**src/rtl/sdram_to_usb.sv**
```systemverilog
// sdram_to_usb: reads WORD_COUNT 16-bit results over Wishbone and writes them to the FX2 IN FIFO.
// Define SDRAM_TO_USB_PREFETCH_EN to overlap the next read with the current FIFO write.
module sdram_to_usb #(
  parameter logic [31:0] BASE_ADDR  = 32'd0,
  parameter logic [15:0] WORD_COUNT = 16'd1024,
  parameter int          PKT_WORDS  = 256,
  parameter logic [1:0]  FIFO_ADDR  = 2'b10
) (
  input  logic        CLK,
  input  logic        rst_n,
  input  logic        start,
  output logic        busy,
  output logic        done,
  input  logic        FLAGD,
  output logic        SLWR,
  output logic        SLRD,
  output logic        SLOE,
  output logic        pktend,
  output logic [1:0]  FIFOADR,
  output logic [15:0] FDATA_out,
  output logic        FDATA_oe,
  input  logic [31:0] data_o,
  input  logic        stall_o,
  input  logic        sdram_ack,
  output logic        stb_i,
  output logic        cyc_i,
  output logic        we_i,
  output logic [3:0]  sel_i,
  output logic [31:0] addr_i,
  output logic [31:0] data_i
);
  typedef enum logic [2:0] {IDLE, RD_REQ, RD_WAIT, WR, PKTEND, DONE} state_t;
  localparam logic [15:0] PKT_MASK = 16'(PKT_WORDS - 1);
  localparam logic SHORT_PKT = (WORD_COUNT & PKT_MASK) != 16'd0;
  state_t state, state_nx;
  logic [15:0] idx, hold;
  logic last, fire, unused_ok;
  assign last = idx + 16'd1 == WORD_COUNT;
`ifdef SDRAM_TO_USB_PREFETCH_EN
  localparam state_t NEXT_WORD = WR;
  logic [15:0] pf;
  logic pf_busy, pf_v, pf_req;
  // The next word is fetched while the current one waits for the FIFO; a write needs it in hand unless this is the last word.
  assign pf_req = state == WR && !last && !pf_busy && !pf_v;
  assign fire = state == WR && FLAGD && (last || pf_v);
  assign addr_i = BASE_ADDR + {16'd0, idx} + {31'd0, state == WR};
  assign stb_i = state == RD_REQ || pf_req;
  assign cyc_i = state == RD_REQ || state == RD_WAIT || pf_req || pf_busy;
  // Prefetch register: request outstanding, then valid until it moves into hold on a write.
  always_ff @(posedge CLK or negedge rst_n)
    if (!rst_n) begin
      pf_busy <= 1'b0;
      pf_v <= 1'b0;
      pf <= '0;
    end else begin
      if (pf_req && !stall_o) pf_busy <= 1'b1;
      if (pf_busy && sdram_ack) begin
        pf_busy <= 1'b0;
        pf_v <= 1'b1;
        pf <= data_o[15:0];
      end
      if (fire) pf_v <= 1'b0;
    end
`else
  localparam state_t NEXT_WORD = RD_REQ;
  assign fire = state == WR && FLAGD;
  assign addr_i = BASE_ADDR + {16'd0, idx};
  assign stb_i = state == RD_REQ;
  assign cyc_i = state == RD_REQ || state == RD_WAIT;
`endif
  assign unused_ok = &{1'b0, data_o[31:16]};
  assign busy = state != IDLE;
  assign done = state == DONE;
  assign SLWR = !fire;
  assign pktend = state != PKTEND;
  assign FDATA_oe = state == WR;
  assign FDATA_out = FDATA_oe ? hold : 16'd0;
  assign SLRD = 1'b1;
  assign SLOE = 1'b1;
  assign FIFOADR = FIFO_ADDR;
  assign we_i = 1'b0;
  assign sel_i = 4'b0011;
  assign data_i = 32'd0;
  // Next-state: one read, one FIFO write per word; only a trailing short packet needs pktend.
  always_comb begin
    state_nx = state;
    case (state)
      IDLE:    state_nx = !start ? IDLE : WORD_COUNT == 16'd0 ? DONE : RD_REQ;
      RD_REQ:  state_nx = !stall_o ? RD_WAIT : RD_REQ;
      RD_WAIT: state_nx = sdram_ack ? WR : RD_WAIT;
      WR:      state_nx = !fire ? WR : !last ? NEXT_WORD : SHORT_PKT ? PKTEND : DONE;
      PKTEND:  state_nx = DONE;
      DONE:    state_nx = IDLE;
      default: state_nx = IDLE;
    endcase
  end
  // State, word index and the hold register that feeds FDATA.
  always_ff @(posedge CLK or negedge rst_n)
    if (!rst_n) begin
      state <= IDLE;
      idx <= '0;
      hold <= '0;
    end else begin
      state <= state_nx;
      if (state == IDLE && start) idx <= '0;
      if (fire) idx <= idx + 16'd1;
      if (state == RD_WAIT && sdram_ack) hold <= data_o[15:0];
`ifdef SDRAM_TO_USB_PREFETCH_EN
      if (fire && pf_v) hold <= pf;
`endif
    end
endmodule
```
**config.mk**
```make
export PLATFORM = sky130hd
export DESIGN_NAME = sdram_to_usb
export DESIGN_NICKNAME = d
export VERILOG_FILES = /design/src/rtl/sdram_to_usb.sv
export SDC_FILE = /design/constraint.sdc
export NUM_CORES = 1
export LEC_CHECK = 0
export BUFFER_PORTS_ARGS = -buffer_cell sky130_fd_sc_hd__buf_2
export CORE_MARGIN = 2
export CORE_UTILIZATION = 40
export CTS_CLUSTER_DIAMETER = 120
export DETAILED_ROUTE_END_ITERATION = 6
export GPL_TIMING_DRIVEN = 0
export PLACE_DENSITY_LB_ADDON = 0.1
export SLEW_MARGIN = 20
export SYNTH_ARGS = -nofsm -noshare
export SYNTH_HDL_FRONTEND = slang
export SYNTH_SLANG_ARGS = --single-unit
```
**constraint.sdc**
```tcl
create_clock -name CLK -period 1.8 [get_ports CLK]
set_input_delay 0.09 -clock CLK [delete_from_list [all_inputs] [get_ports CLK]]
set_output_delay 0.09 -clock CLK [all_outputs]
set_load 0.01 [all_outputs]
```
# Word level (Yosys, flattened, before mapping)
# Index checks and enable logic that the tools add are counted.
# Widths: inputs -> output; s select.
[word_totals]
regBits = 35
word_cells = 28
input_bits = 38
out_inout_bits = 96
[op_classes]
muxes = 9
n_reduce_logical = 8
n_eq_ne = 7
add_sub_neg = 1
[ops]
columns = ["operator", "n"]
rows = [
  ["$mux 16", 3],
  ["$add 16x1->16 const B", 1],
  ["$eq 16x11->1 const B", 1],
  ["$pmux 3 s5", 1],
  ["$eq 3x2->1 const B", 2],
  ["$eq 3x3->1 const B", 2],
  ["$mux 3", 2],
  ["$eq 3x1->1 const B", 1],
  ["$logic_and 1x1->1", 3],
  ["$logic_not 3->1", 1],
  ["$ne 3x3->1 const B", 1],
  ["$reduce_bool 3->1", 1],
  ["$mux 1", 2],
  ["$mux 2", 1],
  ["$reduce_bool 2->1", 1],
  ["$logic_not 1->1", 1],
  ["$logic_or 1x1->1", 1],
]

# Logic depth before layout (Yosys ltp)
# Gate-level depths: netlist of the first run.
[depth]
depth_word = 5
depth_mapped = 9
depth_no_buf = 6

# Worst setup path before layout of the first run
# No wires, ideal clock.
[synth_timing]
path_type = "reg2reg"
start = "register idx[0]"
end = "register state[2]"
period_less_slack_ns = 2.061
path_slack_ns = -0.261
setup_ns = 0.092
n_path_buf = 0
path_stages_with_launch = 7
arrival_time_ns = 1.969
path_cell_list = "dfrtp_1 ha_1 nand3_2 nor4_4 nand3_1 a2111o_1 o31ai_2"
[synth_between]
elab_chain_len = 5
[synth_lines]
columns = ["element", "line", "rtl"]
rows = [
  ["start: declaration", "36", "logic [15:0] idx, hold;"],
  ["start signal: assignment", "106", "if (fire) idx <= idx + 16'd1;"],
  ["$add 16x1->16", "38", "assign last = idx + 16'd1 == WORD_COUNT;"],
  ["$eq 16x11->1", "38", ""],
  ["$mux 3 (2 in series)", "91", "WR: state_nx = !fire ? WR : !last ? NEXT_WORD : SHORT_PKT ? PKTEND : DONE;"],
  ["$pmux 3 s5", "87", "case (state)"],
  ["net state_nx[2]", "35", "state_t state, state_nx;"],
  ["end signal: assignment", "104", "state <= state_nx;"],
  ["end: declaration", "35", ""],
]
# The timed path passes the listed nets, and every way through them passes these cells.
# A chain may end at the register's enable or synchronous reset.

# Final worst setup path of the first run
# Ends and elaborated chain as after synthesis.

==> qor.csv, run 1 <==
stage;metric;value;unit
status;status;completed;
grt;largest net degree at the start of global routing;36;
setup_path;Arr. time, crit path;2.00;ns
pwr;power per cell area;1100;nW/um2
place;HPWL Detailed;3820;um
drt;WL final;5270;um
timing;RSZ-0062 raised after global routing;true;
place;# port buffers;60;
drt;DR vias/cell;4.36;
layout;post-layout util;57.4;%
timing;Slew headroom;47.5;%
clocking;Reg clk slew, reported paths;0.08;ns
timing;worst-margin pin slew;0.788;ns
floorplanning;Die H;80.9;um
setup_path;Setup crit end;state[2]$_DFF_PN0_;
setup_path;critical path type;flop to flop;
setup_path;r2r setup slk;0.006;ns
timing;PnR worst setup slack;0.00603;ns
floorplanning;core footprint;5820;um2
setup_path;Crit path required time;2.00;ns
timing;fmax;557;MHz
clocking;clk buf depth;2;
yosys;Avg Synthesized Cell Area;9.36;um2
drt;1st-pass router iterations;5;
setup_path;RR Startpoint;idx[0]$_DFFE_PN0P_;
floorplanning;FP Rows;28;
setup_path;Worst setup SP type;flop;
timing;Max Slew Vio Count;0;
layout;area delta synth->final;41.0;%
drt;routed length per instance;11.3;um
setup_path;Worst R2R End;state[2]$_DFF_PN0_;
floorplanning;Ports;134;
yosys;Mapped Area;2370;um2
layout;fin area;3340;um2
timing;worst clock skew;0.0112;ns
grt;number of global-route vias before repair;1708;
yosys;library cells used by synthesis;43;
floorplanning;Die X;80.9;um
floorplanning;starting density of the core;40.7;%
timing;Setup violations, final;0;
layout;layout cells sized above 1;48.5;%
yosys;cells after synthesis;253;
setup_path;CP Capture Type;flop;
setup_path;Crit Path Max Fanout;5;
setup_path;Setup crit start;idx[0]$_DFFE_PN0P_;
min_path;HP Class;input port to flop;
yosys;Yosys warnings;0;
timing;crit share post-route;99.7;%
place;DP Worst Slack;-0.289;ns
timing;post-route minimum period;1.79;ns
setup_path;Worst R2R Path Depth;6;
layout;Diodes inserted;0;
pwr;Max VDD drop;555;uV
drt;Final ANT Viol Nets;0;
clocking;clock root cell;clkbuf_8;
place;Placed Instance Area;3000;um2
layout;Fillers;559;
clocking;CTS tree;yes;
yosys;sequential area share after synthesis;37.0;%
clocking;latest clock arrival within the worst-skew pair;0.29;ns
clocking;TritonCTS buffer count;5;
timing;Fin. Hold Viols;0;
grt;GRT Residual Overflow;0;
place;RD Place Congestion;0.846;
grt;Total Routing Usage GR;16.1;%
pwr;LEAKAGE;1.74;nW
drt;DRT iter0 DRCs;65;
clocking;H-tree levels;2;
floorplanning;die area;6550;um2
drt;vias after detailed routing;2035;
drt;post-route DRC violation count;0;
layout;Final nets;430;
yosys;FF+latch count, synth;35;
run;Max Cap Viol;0;
grt;first-pass GRT wire length;8160;um
grt;antenna violations before repair;0;
clocking;clock sink count;35;
## placed cells by master (no fill, tap or decap), drive strengths merged
| master | count |
|---|---|
| o32ai | 1 |
| nor4 | 1 |
| clkinv | 2 |
| or3 | 1 |
| o31ai | 7 |
| and4 | 4 |
| or3b | 1 |
| nor2b | 1 |
| mux2 | 17 |
| nand2 | 11 |
| bufinv | 1 |
| nor4bb | 1 |
| nor3 | 6 |
| and3b | 2 |
| dlygate4sd3 | 1 |
| nand3 | 7 |
| and3 | 2 |
| o21bai | 1 |
| nor3b | 2 |
| a31oi | 4 |
| a2111o | 1 |
| ha | 1 |
| nand4 | 5 |
| dfrtp | 35 |
| buf | 140 |
| nor2 | 16 |
| xnor2 | 4 |
| conb | 57 |
| and2 | 21 |
| inv | 2 |
| o21ai | 19 |
| a311oi | 1 |
| a21oi | 3 |
| clkbuf | 9 |
| a2111oi | 1 |
| o22a | 1 |
| a22o | 3 |
## synthesized netlist by cell type (all sizes together)
library cell / number / share of area [%]
buf: 63 / 19
dfrtp: 35 / 37
and2: 21 / 5.5
o21ai: 19 / 4.0
mux2: 17 / 8.1
nor2: 16 / 2.5
nand2: 11 / 1.7
nand3: 7 / 1.7
o31ai: 7 / 2.4
clkbuf: 6 / 0.95
nor3: 6 / 1.5
nand4: 5 / 1.6
a31oi: 4 / 1.1
and4: 4 / 1.5
xnor2: 4 / 1.5
a21oi: 3 / 0.79
a22o: 3 / 1.1
and3: 2 / 0.53
and3b: 2 / 0.74
conb: 2 / 0.32
inv: 2 / 0.32
nor3b: 2 / 0.63
a2111o: 1 / 0.48
a2111oi: 1 / 0.37
a311oi: 1 / 0.37
ha: 1 / 0.53
nor2b: 1 / 0.26
nor4: 1 / 0.90
nor4bb: 1 / 0.42
o21bai: 1 / 0.32
o22a: 1 / 0.37
o32ai: 1 / 0.37
or3: 1 / 0.32
or3b: 1 / 0.37
## metal layers
| metal | part of all wire, % | global-route usage [%] | vias up |
|---|---|---|---|
| met3 | 8.0 | 3.56 | 4 |
| met4 | 0.89 | 5.08 | 0 |
| met2 | 48 | 27.6 | 74 |
| met5 | 0 | 0 | - |
| met1 | 43 | 20.2 | 916 |
| li1 | - | - | 1041 |
## flip-flops by register name, indices dropped and copies added, names as in the netlist
name,flops
hold,16
state,3
idx,16
## worst max-delay path, cell delays in order, from the launching register on
cell and delay (ns):
dfrtp_2 0.45, ha_4 0.19, nand3_4 0.10, nor4_4 0.06
or3_4 0.32, a2111o_1 0.43, o31ai_2 0.17
## stage by stage
step / TNS, ns / power (W) / instances / hold slack, ns
5_1_grt: -0.126 / 0.00394 / 467 / 0.0181
3_5_place_dp: -6.09 / 0.00271 / 443 / 0.223
3_3_place_gp: -5.49 / 0.00268 / 443 / 0.221
6_report: 0 / 0.00366 / 467 / 0.0188
2_1_floorplan: 0 / 0.00222 / 308 / -0.206
4_1_cts: -0.0105 / 0.00358 / 458 / 0.0165
## report_power, final
group | internal (W) | leakage [nW] | switching (W)
sequential | 0.00103 | 0.440 | 0.000151
combinational | 0.000920 | 1.25 | 0.000847
clock | 0.000412 | 0.0581 | 0.000301
## area by class of cell
cell class,count,area [um2],share of cell area [%]
plain buffers,68,515,15.4
clock buffers,5,68.8,2.06
clock inverters,3,43.8,1.31
inverters,2,15.0,0.450
multi-input cells,202,1270,38.2
flip-flops and latches,35,882,26.4
well taps,75,93.8,2.81
repair buffers,77,443,13.3
## worst min-delay path by stage
stage	slack, ns	from	end	cells after the start
2_1_floorplan	-0.21	rst_n	hold[0]$_DFFE_PN0P_	0
3_3_place_gp	0.22	rst_n	hold[9]$_DFFE_PN0P_	1
3_5_place_dp	0.22	rst_n	hold[11]$_DFFE_PN0P_	1
4_1_cts	0.02	FLAGD	state[1]$_DFF_PN0_	2
5_1_grt	0.02	data_o[2]	hold[2]$_DFFE_PN0P_	2
6_report	0.02	FLAGD	state[1]$_DFF_PN0_	2
## logic make-up (layout without fill, tap and decap cells)
family / after synthesis / count (layout) / synth area share (%)
compound gates: 42 / 42 / 11.7
flops: 35 / 35 / 37.0
buf+inv: 71 / 155 / 20.6
other cells: 2 / 57 / 0.317
simple gates: 81 / 81 / 20.3
fa+ha+maj: 1 / 1 / 0.528
xor+xnor: 4 / 4 / 1.48
mux: 17 / 17 / 8.09
## repair_timing
| item | in CTS | in global routing |
|---|---|---|
| hold buffers | 1 | 0 |
| endpoints found under the setup margin | 38 | 13 |
| pin swaps | 4 | 3 |
| endpoints found under the hold margin | 35 | 0 |
| buffers inserted | 7 | 9 |
| resized for setup | 21 | 12 |
Power figures use the tool's default switching activity.
==> inputs of run 2 (changes only) <==
--- a/config.mk
+++ b/config.mk
@@ -5,11 +5,11 @@
 export SDC_FILE = /design/constraint.sdc
 export NUM_CORES = 1
 export LEC_CHECK = 0
-export BUFFER_PORTS_ARGS = -buffer_cell sky130_fd_sc_hd__buf_2
 export CORE_MARGIN = 2
-export CORE_UTILIZATION = 40
+export CORE_UTILIZATION = 55
 export CTS_CLUSTER_DIAMETER = 120
 export DETAILED_ROUTE_END_ITERATION = 6
+export DONT_BUFFER_PORTS = 1
 export GPL_TIMING_DRIVEN = 0
 export PLACE_DENSITY_LB_ADDON = 0.1
 export SLEW_MARGIN = 20
==> constraint.sdc (replaced) <==
create_clock -name CLK -period 2.2 [get_ports CLK]
set_input_delay 0.11 -clock CLK [delete_from_list [all_inputs] [get_ports CLK]]
set_output_delay 0.11 -clock CLK [all_outputs]
set_load 0.01 [all_outputs]
==> qor.csv, run 2 (same netlist as run 1, synthesis figures left out) <==
stage;metric;value;unit;change
clocking;clk buf depth;2;;unchanged
place;# port buffers;0;;-100%
clocking;latest clock arrival within the worst-skew pair;0.29;ns;about the same
clocking;TritonCTS buffer count;5;;unchanged
drt;WL final;5060;um;-3.9%
drt;vias after detailed routing;1842;;-9.5%
run;Max Cap Viol;0;;unchanged
layout;Fillers;291;;-48%
floorplanning;FP Rows;23;;-18%
clocking;CTS tree;yes;;
layout;Multi-input gate area;1230;um2;-3.6%
setup_path;Arr. time, crit path;2.26;ns;+0.26 ns
grt;Total Routing Usage GR;21.0;%;+4.9 points
clocking;clock root cell;clkbuf_8;;
floorplanning;Die H;69.6;um;-14%
pwr;LEAKAGE;1.45;nW;-17%
pwr;power per cell area;884;nW/um2;-19%
drt;DR vias/cell;4.78;;+9.8%
clocking;H-tree levels;2;;unchanged
place;DP Worst Slack;-0.176;ns;+0.113 ns
pwr;Max VDD drop;499;uV;-10%
clocking;clock sink count;35;;unchanged
floorplanning;starting density of the core;58.3;%;+18 points
drt;routed length per instance;13.2;um;+17%
timing;Fin. Hold Viols;0;;unchanged
grt;GR Util met3;5.81;%;+2.3 points
drt;1st-pass router iterations;6;;+1
drt;DRT iter0 DRCs;47;;-28%
setup_path;family with the most delay on the worst path;simple AND/OR/NAND/NOR gates;;
place;Post-Place Cells;358;;-19%
timing;worst clock skew;0.00686;ns;-0.00433 ns
layout;Final nets;373;;-13%
setup_path;CP max-delay cell;dfrtp_2;;
timing;fmax;486;MHz;-13%
layout;most frequent cells in the layout;57 x buf_4, 57 x conb_1, 33 x dfrtp_1;;
drt;Final ANT Viol Nets;0;;unchanged
min_path;HP Class;input port to flop;;
grt;M1 GR Usage;27.0;%;+6.7 points
status;status;completed;;
grt;first-pass GRT wire length;8210;um;+0.69%
timing;post-route minimum period;2.06;ns;+0.264 ns
timing;Max Slew Vio Count;0;;unchanged
grt;GRT Residual Overflow;0;;unchanged
layout;Finished Layout Cells;385;;-18%
grt;number of global-route vias before repair;1732;;+1.4%
setup_path;critical path type;flop to flop;;
clocking;Reg clk slew, reported paths;0.07;ns;about the same
setup_path;crit path buf inv count;0;;unchanged
floorplanning;Die X;69.6;um;-14%
grt;busiest grt layer;met2;;
setup_path;Crit Path Max Fanout;8;;+3
timing;Setup violations, final;0;;unchanged
floorplanning;core footprint;4060;um2;-30%
pwr;Final Power;0.00263;W;-28%
timing;RSZ-0062 raised after global routing;true;;
grt;grt met2 use;34.1;%;+6.5 points
setup_path;CP Capture Type;flop;;
drt;post-route DRC violation count;0;;unchanged
place;RD Place Congestion;0.807;;-4.6%
setup_path;Worst setup SP type;flop;;
layout;Diodes inserted;0;;unchanged
layout;area delta synth->final;25.7;%;
grt;largest net degree at the start of global routing;36;;unchanged
floorplanning;Ports;134;;unchanged
layout;largest registers;hold x16, idx x16, state x3;;
grt;antenna violations before repair;0;;unchanged
timing;PnR worst setup slack;0.142;ns;+0.136 ns
timing;crit share post-route;93.6;%;-6.1 points
floorplanning;die area;4840;um2;-26%
place;Placed Instance Area;2640;um2;-12%
setup_path;Crit path required time;2.41;ns;+0.41 ns
setup_path;crit-path cells;ha_4 -> nand3_2 -> nor4_4 -> or3_2 -> a2111o_1 -> o31ai_2;;
setup_path;CP peak stage delay;0.49;ns;+0.04 ns
setup_path;r2r setup slk;0.14;ns;+0.14 ns
layout;layout cells sized above 1;31.0;%;-17 points
layout;post-layout util;73.3;%;+16 points
layout;fin area;2980;um2;-11%
layout;Reg area;878;um2;-0.43%
place;HPWL Detailed;3460;um;-9.5%
-- run 2: cell types whose count changed in the layout (fill, tap and decap cells not counted), moves of 2 or more --
cell           delta
buf_2            -56
buf_4            -17
buf_6             -3
clkbuf_1          +3
dfrtp_1           +3
dfrtp_2           -3
dlygate4sd3_1    +17
nor3_1            +2
nor3_2            -2
-- run 2: stage by stage --
step | hold WS [ns] | setup TNS (ns)
after floorplan | -0.186 | 0
after global placement | -0.185 | -0.138
after detailed placement | -0.185 | -0.176
after CTS | 0.0223 | 0
after global routing | 0.0282 | -0.0114
final | 0.0327 | 0
-- run 2: area by class of cell --
class	count	share of cell area, %
Clock buffer	5	2.31
Multi-Input combinational cell	202	41.3
Buffer	69	16.3
Tap cell	50	2.10
Inverter	2	0.252
Timing Repair Buffer	19	6.73
Sequential cell	35	29.5
Clock inverter	3	1.47
-- run 2: worst reg2reg max path: cells and delay by family, from the launching register on --
family                   cells  cell delay, ns
flip-flops                   1            0.49
adder cells (fa/ha/maj)      1            0.22
AND/OR/NAND/NOR              3            0.64
AO/OA/AOI/OAI                2            0.62
-- run 2: power by group --
group | switching, W | internal [W]
Clock | 0.000241 | 0.000337
Combinational | 0.000594 | 0.000465
Sequential | 0.000152 | 0.000841
-- run 2: final timing paths --
| kind | startpoint | to | cells after the start |
|---|---|---|---|
| worst max-delay path | idx[0]$_DFFE_PN0P_ | state[2]$_DFF_PN0_ | 6 |
| worst min-delay path | stall_o | state[1]$_DFF_PN0_ | 3 |
| worst max register to register | idx[0]$_DFFE_PN0P_ | state[2]$_DFF_PN0_ | 6 |
| worst min register to register | hold[3]$_DFFE_PN0P_ | hold[3]$_DFFE_PN0P_ | 1 |
| max in group asynchronous | rst_n | idx[1]$_DFFE_PN0P_ | 2 |
| min in group asynchronous | rst_n | idx[4]$_DFFE_PN0P_ | 2 |
-- run 2: what timing repair did --
| action | CTS | global route |
|---|---|---|
| pin swaps | 1 | 1 |
| setup buffers | 0 | 0 |
| hold buffers | 19 | 0 |
| resized for setup | 3 | 7 |
| endpoints found under the hold margin | 52 | 0 |
| endpoints found under the setup margin | 1 | 9 |
-- run 2: layer usage --
metal	up-vias	share of wire, %
li1	926	-
met4	0	1.8
met3	10	8.9
met5	-	0
met2	97	49
met1	809	41
==> inputs of run 3 (changes only) <==
--- a/config.mk
+++ b/config.mk
@@ -12,6 +12,7 @@
 export DONT_BUFFER_PORTS = 1
 export GPL_TIMING_DRIVEN = 0
 export PLACE_DENSITY_LB_ADDON = 0.1
+export SETUP_SLACK_MARGIN = 0.15
 export SLEW_MARGIN = 20
 export SYNTH_ARGS = -nofsm -noshare
 export SYNTH_HDL_FRONTEND = slang
==> qor.csv, run 3 (same netlist as run 1, synthesis figures left out) <==
stage;metric;value;unit;change
clocking;clock sink count;35;;unchanged
place;HPWL Detailed;3580;um;+3.4%
floorplanning;core footprint;4060;um2;unchanged
drt;routed length per instance;13.2;um;+0.44%
pwr;Clock power frac;21.6;%;-0.4 points
drt;DR vias/cell;5.00;;+4.6%
status;status;completed;;
timing;fmax;500;MHz;+2.9%
grt;antenna violations before repair;0;;unchanged
setup_path;critical path type;flop to flop;;
min_path;HP Class;input port to flop;;
drt;1st-pass router iterations;4;;-2
timing;worst hold slack;0.0663;ns;+0.0335 ns
setup_path;CP Capture Type;flop;;
clocking;TritonCTS buffer count;5;;unchanged
layout;fin area;3040;um2;+2.1%
layout;most frequent cells in the layout;62 x buf_4, 57 x conb_1, 31 x dfrtp_1;;
setup_path;CP peak stage delay;0.49;ns;about the same
timing;aggregate negative setup slack;0;ns;unchanged
setup_path;Crit Path Max Fanout;8;;unchanged
floorplanning;Die X;69.6;um;unchanged
run;Max Cap Viol;0;;unchanged
timing;Max Slew Vio Count;0;;unchanged
grt;GRT Residual Overflow;0;;unchanged
setup_path;crit-path cells;ha_4 -> nand3_4 -> nor4_4 -> or3_2 -> a2111o_1 -> o31ai_2;;
timing;post-route minimum period;2.00;ns;-0.0576 ns
grt;largest net degree at the start of global routing;36;;unchanged
setup_path;Arr. time, crit path;2.20;ns;-0.06 ns
layout;Finished Layout Cells;389;;+1.0%
timing;Setup violations, final;0;;unchanged
place;Placed Instance Area;2640;um2;about the same
grt;Total Routing Usage GR;20.8;%;-0.16 points
pwr;Net Sw Frac;37.1;%;-0.40 points
pwr;Sequential Power Share;37.3;%;-0.5 points
floorplanning;Die H;69.6;um;unchanged
floorplanning;Ports;134;;unchanged
clocking;clk buf depth;2;;unchanged
drt;WL final;5140;um;+1.5%
layout;Final nets;377;;+1.1%
pwr;Comb pwr share;41.1;%;+0.8 points
setup_path;Crit path required time;2.40;ns;about the same
pwr;Psw;0.000991;W;+0.35%
place;RD Place Congestion;0.791;;-2.0%
grt;first-pass GRT wire length;8340;um;+1.6%
layout;Diodes inserted;0;;unchanged
clocking;latest clock arrival within the worst-skew pair;0.29;ns;about the same
timing;RSZ-0062 raised after global routing;true;;
floorplanning;FP Rows;23;;unchanged
setup_path;Worst setup SP type;flop;;
grt;number of global-route vias before repair;1856;;+7.2%
place;Post-Place Cells;358;;unchanged
floorplanning;die area;4840;um2;unchanged
layout;commonest non-fill, non-tap cell in the layout;buf_4;;
drt;vias after detailed routing;1946;;+5.6%
drt;DRT iter0 DRCs;97;;+110%
clocking;Reg clk slew, reported paths;0.07;ns;about the same
place;# port buffers;0;;unchanged
layout;area delta synth->final;28.3;%;
drt;Final ANT Viol Nets;0;;unchanged
drt;post-route DRC violation count;0;;unchanged
layout;Fillers;301;;+3.4%
pwr;power per cell area;878;nW/um2;-0.66%
timing;Fin. Hold Viols;0;;unchanged
clocking;CTS tree;yes;;
pwr;Final Power;0.00267;W;+1.4%
timing;crit share post-route;90.9;%;-2.6 points
floorplanning;starting density of the core;58.3;%;unchanged
layout;layout cells sized above 1;33.3;%;+2.3 points
clocking;H-tree levels;2;;unchanged
layout;largest registers;hold x16, idx x16, state x3;;
clocking;clock root cell;clkbuf_8;;
setup_path;CP max-delay cell;dfrtp_2;;
pwr;cell-internal power;0.00168;W;+2.1%
pwr;Max VDD drop;693;uV;+39%
timing;worst clock skew;0.00363;ns;-0.00323 ns
pwr;LEAKAGE;1.48;nW;+1.9%
## run 3: cell types whose count changed in the layout (fill, tap and decap cells not counted), sizes merged
cell,before,now
buf,63,66
clkbuf,12,13
## run 3: path summary, 6_finish.rpt
kind | end | cells past startpoint | startpoint | slack [ns]
worst max-delay path | state[2]$_DFF_PN0_ | 6 | idx[0]$_DFFE_PN0P_ | 0.20
worst min-delay path | state[1]$_DFF_PN0_ | 3 | stall_o | 0.07
worst max register to register | state[2]$_DFF_PN0_ | 6 | idx[0]$_DFFE_PN0P_ | 0.20
worst min register to register | hold[3]$_DFFE_PN0P_ | 1 | hold[3]$_DFFE_PN0P_ | 0.50
max in group asynchronous | idx[1]$_DFFE_PN0P_ | 2 | rst_n | 1.74
min in group asynchronous | idx[6]$_DFFE_PN0P_ | 2 | rst_n | 0.26
## run 3: final cells by class
cell class / instances / area [um2] / area share [%]
well taps: 50 / 62.6 / 2.06
multi-input cells: 202 / 1240 / 41.0
inverters: 2 / 7.51 / 0.247
clock inverters: 3 / 43.8 / 1.44
flip-flops and latches: 35 / 881 / 29.0
clock buffers: 5 / 68.8 / 2.27
repair buffers: 23 / 230 / 7.58
plain buffers: 69 / 499 / 16.4
## run 3: routing by layer
layer / GRT usage [%] / routed length, um / up-vias
li1: - / - / 946
met1: 26.4 / 2060 / 888
met2: 35.1 / 2510 / 107
met3: 5.67 / 534 / 5
met4: 5.23 / 38 / 0
met5: 0 / 0 / -
## run 3: power by group through the flow
stage	Clock, W	Combinational (W)	Sequential, W
3_3_place_gp	0	0.000967	0.000980
2_1_floorplan	0	0.000837	0.000953
3_5_place_dp	0	0.000989	0.000988
4_1_cts	0.000591	0.00105	0.000982
6_report	0.000576	0.00110	0.000996
5_1_grt	0.000614	0.00120	0.00103
## run 3: stage by stage
step | worst slack [ns] | utilization (%)
floorplan | 0.175 | -
global placement | -0.0725 | 65.0
detailed placement | -0.0850 | 65.0
CTS | 0.136 | 73.4
global route | 0.132 | 74.9
finish | 0.199 | 74.9
## run 3: what timing repair did
item | in CTS | in global routing
hold endpoints to repair | 52 | 0
buffers inserted | 1 | 3
gates resized for setup | 5 | 18
endpoints found under the setup margin | 2 | 23
pin swaps | 1 | 4
hold buffers | 19 | 0
## run 3: worst max-delay path: cells and delay by family, from the launching register on
kind                     cells  cell delay (ns)
AO/OA/AOI/OAI                2             0.63
adder cells (fa/ha/maj)      1             0.21
flip-flops                   1             0.49
AND/OR/NAND/NOR              3             0.58
